File: config.mk
export PLATFORM = sky130hd
export DESIGN_NAME = instr_fetch_buffer
export DESIGN_NICKNAME = d
export VERILOG_FILES = /design/src/rtl/riscv_pkg.sv /design/src/rtl/fetch_buf_mem.sv /design/src/rtl/instr_fetch_buffer.sv
export SDC_FILE = /design/constraint.sdc
export NUM_CORES = 1
export LEC_CHECK = 0
export BUFFER_PORTS_ARGS = -buffer_cell sky130_fd_sc_hd__buf_2
export CAP_MARGIN = 10
export CORE_MARGIN = 4
export CORE_UTILIZATION = 61
export CTS_CLUSTER_DIAMETER = 120
export DETAILED_ROUTE_END_ITERATION = 8
export PLACE_DENSITY_LB_ADDON = 0.1
export SYNTH_ARGS = -nofsm -noshare
export SYNTH_HDL_FRONTEND = slang
export SYNTH_SLANG_ARGS = --single-unit
File: constraint.sdc
create_clock -name clk -period 8.6 [get_ports clk]
set_input_delay 1.72 -clock clk [delete_from_list [all_inputs] [get_ports clk]]
set_output_delay 1.72 -clock clk [all_outputs]
set_load 0.005 [all_outputs]
File: src/rtl/riscv_pkg.sv
// rtl/riscv_pkg.sv - shared fetch-path types and constants
package riscv_pkg;

  localparam int XLEN = 32;
  localparam logic [XLEN-1:0] NOP_INSTR = 32'h00000013;

  typedef struct packed {
    logic [XLEN-1:0] pc;
    logic [XLEN-1:0] instr;
  } fetch_pair_t;

endpackage

File: src/rtl/fetch_buf_mem.sv
// rtl/fetch_buf_mem.sv - DEPTH x {pc, instr} register array, one write port, one async read port
module fetch_buf_mem
  import riscv_pkg::*;
#(
  parameter int DEPTH = 4,
  parameter int AW    = $clog2(DEPTH)
) (
  input  logic              clk,
  input  logic              we,
  input  logic [AW-1:0]     waddr,
  input  logic [2*XLEN-1:0] wdata,
  input  logic [AW-1:0]     raddr,
  output logic [2*XLEN-1:0] rdata
);

  fetch_pair_t mem [DEPTH];

  always_ff @(posedge clk) begin
    if (we) begin
      mem[waddr] <= fetch_pair_t'(wdata);
    end
  end

  assign rdata = mem[raddr];

endmodule

File: src/rtl/instr_fetch_buffer.sv
// rtl/instr_fetch_buffer.sv - fetch-to-decode FIFO with flush; FETCH_BUF_BYPASS_EN enables empty-buffer bypass
module instr_fetch_buffer
  import riscv_pkg::*;
#(
  parameter int DEPTH = 4
) (
  input  logic                     clk,
  input  logic                     Reset,
  input  logic                     in_valid,
  output logic                     in_ready,
  input  logic [XLEN-1:0]          in_pc,
  input  logic [XLEN-1:0]          in_instr,
  input  logic                     flush,
  output logic                     out_valid,
  input  logic                     out_ready,
  output logic [XLEN-1:0]          out_pc,
  output logic [XLEN-1:0]          out_instr,
  output logic [$clog2(DEPTH):0]   count
);

  localparam int AW = $clog2(DEPTH);
  localparam int CW = AW + 1;
  localparam logic [CW-1:0] FULL = CW'(DEPTH);

  logic [AW-1:0]     rd_ptr;
  logic [AW-1:0]     wr_ptr;
  logic [2*XLEN-1:0] rdata;
  fetch_pair_t       head;
  logic              empty;
  logic              bypass;
  logic              push;
  logic              wr_en;
  logic              pop_mem;

  assign empty    = (count == '0);
  assign in_ready = (count != FULL);

`ifdef FETCH_BUF_BYPASS_EN
  assign bypass = empty && in_valid && !flush;
`else
  assign bypass = 1'b0;
`endif

  assign out_valid = (!empty && !flush) || bypass;
  assign head      = bypass ? fetch_pair_t'({in_pc, in_instr}) : fetch_pair_t'(rdata);
  assign out_pc    = out_valid ? head.pc    : '0;
  assign out_instr = out_valid ? head.instr : NOP_INSTR;

  // A bypassed pair taken by decode in the same cycle never touches storage.
  assign push    = in_valid && in_ready;
  assign wr_en   = push && !flush && !(bypass && out_ready);
  assign pop_mem = out_valid && out_ready && !empty;

  fetch_buf_mem #(
    .DEPTH (DEPTH),
    .AW    (AW)
  ) u_mem (
    .clk   (clk),
    .we    (wr_en),
    .waddr (wr_ptr),
    .wdata ({in_pc, in_instr}),
    .raddr (rd_ptr),
    .rdata (rdata)
  );

  always_ff @(posedge clk) begin
    if (!Reset) begin
      rd_ptr <= '0;
      wr_ptr <= '0;
      count  <= '0;
    end else if (flush) begin
      rd_ptr <= '0;
      wr_ptr <= '0;
      count  <= '0;
    end else begin
      if (wr_en) begin
        wr_ptr <= wr_ptr + AW'(1);
      end
      if (pop_mem) begin
        rd_ptr <= rd_ptr + AW'(1);
      end
      case ({wr_en, pop_mem})
        2'b10:   count <= count + CW'(1);
        2'b01:   count <= count - CW'(1);
        default: count <= count;
      endcase
    end
  end

endmodule
-- After elaboration in Yosys (flattened, before gate mapping)
Memory sizes are Yosys's and may differ from the RTL's. A register that Yosys moved wholly into a read port is not among the register bits.
Cells that the tools add are included.
- flip-flop bits (word level): 7
- memories: 1
- bits in writable memories: 256
- word-level logic and storage cells: 29
- output and inout port bits: 69
- $add $sub $neg: 4
- bitwise logic cells: 1
- multiplexer cells: 7
- equal/unequal tests: 3
- reduce and logical (&&, ||, !) cells: 10
- memories (memory ; depth ; bits a word ; rd ports ; clocked after Yosys merged registers in ; write ports ; RTL line ; source):
    u_mem.mem ; 4 ; 64 ; 1 ; 1 ; 1 ; fetch_buf_mem.sv:16 ; fetch_pair_t mem [DEPTH];
- operator list (cell ; count):
    $mux W32 ; 2
    $pmux W3 S2 ; 1
    $logic_and A1 B1 Y1 ; 5
    $add A2 B1 Y2 const B ; 2
    $mux W2 ; 2
    $add A3 B1 Y3 const B ; 1
    $logic_not A3 Y1 ; 1
    $ne A3 B3 Y1 const B ; 1
    $sub A3 B1 Y3 const B ; 1
    $eq A2 B1 Y1 const B ; 1
    $eq A2 B2 Y1 const B ; 1
    $logic_not A1 Y1 ; 2
    $mux W1 ; 2
    $reduce_bool A2 Y1 ; 1
    $reduce_or A2 Y1 ; 1
    $not A1 Y1 ; 1

-- Depth between registers and ports, before layout
- word-level depth: 7
- mapped depth: 9
- mapped depth without buffers: 9

-- Modules after synthesis
Synthesis repeated with hierarchy kept, for this count alone.
- cells, all modules: 451
- area, all modules: 10154.7 um^2
- modules (own cells, without submodules) (module ; cells each ; times used ; area an instance (um^2)):
    fetch_buf_mem ; 338 ; 1 ; 9341.5
    instr_fetch_buffer ; 113 ; 1 ; 813.3

-- Worst setup path after synthesis
OpenSTA, ideal clock, no wires.
- path type: in2reg
- start point: in in_valid
- end point: mem u_mem.mem[0][0] in the netlist's numbering (enable)
- data required time: 8171 ps
- arrival time: 3613 ps
- library setup time: 429 ps
- stages: 3
- setup slack: 4559 ps
- cells stage by stage: inv_1 nor3_1 and2_1
- longest elaborated chain between the ends: 4
- ends and longest elaborated chain (what ; RTL line ; source):
    from (decl) ; instr_fetch_buffer.sv:9 ; input logic in_valid,
    $logic_and A1 B1 Y1 ; instr_fetch_buffer.sv:50 ; assign push = in_valid && in_ready;
    $logic_and A1 B1 Y1 ; instr_fetch_buffer.sv:51 ; assign wr_en = push && !flush && !(bypass && out_ready);
    $mux W1 ; fetch_buf_mem.sv:19 ; if (we) begin
    $mux W1 (not written as such) ; fetch_buf_mem.sv:20 ; mem[waddr] <= fetch_pair_t'(wdata);
    to (decl) ; fetch_buf_mem.sv:16 ;
Every way passes these cells.

==> flow_metrics.tcl <==
set metrics [dict create \
    yosysWarnings 0 \
    area_delta_synth_final_pct 16.75 \
    dieArea_um2 18780 \
    cts_made_buffers 26 \
    clock-root-buffer "clkbuf_16" \
    synth_top_area_cell "edfxtp_1" \
    max_slew.worst_pin.slew_ns 0.9971 \
    synthXorXnorAreaFrac_pct 0.1725 \
    final_antenna_net_count 0 \
    diodes 0 \
    synthArstFlopShare_pct 0 \
    grt_use_met2_pct 33.68 \
    antenna_found_initial 1 \
    drc 0 \
    ys_seq_area_share_pct 77.46 \
    clk_pin_slew_ns 0.06 \
    rows 46 \
    routabilityCongestion 0.7330 \
    post-dp-hpwl_mm 10.07 \
    fin_skew_ns 0.01378 \
    slew_violations 0 \
    synth_cell_types 23 \
    initial_core_util_pct 63.03 \
    worst_setup_path_end_kind "primary output" \
    hold_viol 0 \
    numPortBuffers 137 \
    synth.area.top_cells "edfxtp_1 (76%), mux4_2 (14%), and2_1 (4.0%), dfxtp_1 (1.8%), buf_6 (0.78%)" \
    netlist.area_leader.share_pct 75.68 \
    grt-ovfl-total 0 \
    cts_setup_buffers 0 \
    stdcell_count 842 \
    drive_gt1_share_pct 39.30 \
    synth_compound_area_share_pct 0.5913 \
    slew_headroom_pct 33.53 \
    cts_buffer_depth 3 \
    gr-max-usage-layer "met2" \
    status "complete, no violations" \
    rsz0062_at_grt "no" \
    final_common_cell "edfxtp_1" \
    avgSynthCellArea_um2 21.99 \
    first_global_vias 5170 \
    syn_inst 462 \
    timing.final.crit_share_pct 55.35 \
    dr_total_vias 4818 \
    ys_seq_elements 265 \
    die_w_um 137.0 \
    p_leak_nw 4.060 \
    synth_edf_count 256 \
    die_h_um 137.0 \
    grt_pass1_wl_mm 27.86 \
    start_kind "flip-flop" \
    via_per_inst 5.722 \
    max_clock_freq_mhz 210.1 \
    design.core.area_um2 16120 \
    cts.repair.resized 0 \
    dp.cells 795 \
    yosys.area_share.simple_pct 5.100 \
    detail_route.wl_per_cell_um 21.33 \
    final_cell_mix "edfxtp_1 (256), buf_2 (137), mux4_2 (64), and2_1 (61), clkbuf_16 (26)" \
    drt_wl_total_mm 17.96 \
    arrival_ns 3.04 \
    synth_top_flop_cell "edfxtp_1" \
    synth_top_family_by_area "multiplexers" \
    clk-insertion-delay-late_ns 0.52 \
    nets 683 \
    p_per_area_nw_per_um2 220.0 \
    grt_max_degree 65 \
    setup_violations 0 \
    grt.total_usage_pct 19.73 \
    finalSetupTns_ns 0 \
    synth_fa_ha_area_share_pct 0.8130 \
    dr.pass1.iters 5 \
    muxShareOfSynthArea_pct 14.19 \
    io_pins 138 \
    hp-class "flip-flop to flip-flop" \
    vdd_drop_max_uv 171.4 \
    critPathKind "flip-flop to primary output" \
    maxCapViolCount 0 \
    drt_iter0_markers 287 \
    grtUsageMet1_pct 26.36 \
    tritoncts "yes" \
    period_needed_ns 4.760 \
    postCtsHoldBufs 0 \
    worst-endpoint-required_ns 6.88 \
    critPathMaxFanout 39 \
    cts.sinks 265 \
    h-tree-depth 1 \
    synth.cell_area_um2 10160 \
    synth_nets 537 \
    grt_use_met3_pct 3.897 \
]
path summary, 6_finish.rpt:
path,depth (start not counted),to,startpoint,slack (ns)
worst max-delay path,4,out_instr[4],flip-flop,3.84
worst min-delay path,2,flip-flop,rd_ptr[1]$_SDFFE_PP0P_,0.50
worst max register to register,9,count[2]$_SDFFE_PP0P_,count[2]$_SDFFE_PP0P_,6.09
worst min register to register,2,flip-flop,rd_ptr[1]$_SDFFE_PP0P_,0.50
per-layer routing:
metal / wire length, um / part of all wire (%)
met4: 426 / 2.4
met3: 1094 / 6.1
met1: 7142 / 40
met5: 7 / 0.039
met2: 9290 / 52
registers in the layout (all words and copies together) (netlist names), named ones only:
register   count
u_mem.mem    256
rd_ptr         2
wr_ptr         2
count          3
worst max-delay path, cell delays in order, from the launching register on:
cell and delay, ns:
dfxtp_4 0.69, buf_4 0.73, mux4_2 0.60, or3_1 0.34, buf_2 0.14
report_power, final:
part | internal (mW) | total (mW) | leakage [nW] | switching (mW)
clock | 0.645 | 1.09 | 0.397 | 0.444
combinational | 0.0350 | 0.0770 | 1.26 | 0.0421
sequential | 1.44 | 1.44 | 2.40 | 0.00539
synthesized netlist by cell type, drive strengths merged, types with 5 or more instances:
master / n
a21oi: 7
inv: 8
or3: 6
buf: 13
dfxtp: 9
mux4: 64
ha: 5
o21ai: 5
edfxtp: 256
nor2: 5
clkbuf: 8
and2: 65
metrics by stage:
step / setup slack, ns / util, % / power [mW] / cell area [um^2] / hold slack, ns
3_3_place_gp: 3.632 / 68.28 / 1.541 / 11000 / 0.4552
6_report: 3.840 / 73.59 / 2.608 / 11860 / 0.5044
5_1_grt: 3.554 / 73.59 / 2.691 / 11860 / 0.5100
4_1_cts: 3.530 / 73.42 / 2.626 / 11830 / 0.4973
2_1_floorplan: 4.559 / - / 1.504 / 10160 / 0.4591
3_5_place_dp: 3.529 / 68.28 / 1.547 / 11000 / 0.4862
cells by family (layout without fill, tap and decap cells):
family	after synthesis	count (layout)
and+or+nand+nor	84	84
buffers and inverters	29	193
xor gates and xnor gates	2	2
adders and majority gates	6	6
DFF	265	265
AOI/OAI and AO/OA	12	12
muxes	64	64
area by class of cell:
type | instances | area (um^2)
fillers | 964 | 4257
multi-input cells | 168 | 2135
flip-flops and latches | 265 | 7875
inverters | 8 | 30.03
clock buffers | 32 | 673.1
clock inverters | 14 | 155.1
well taps | 216 | 270.3
repair buffers | 139 | 720.7
No activity file was read; power rests on OpenSTA's default activity.
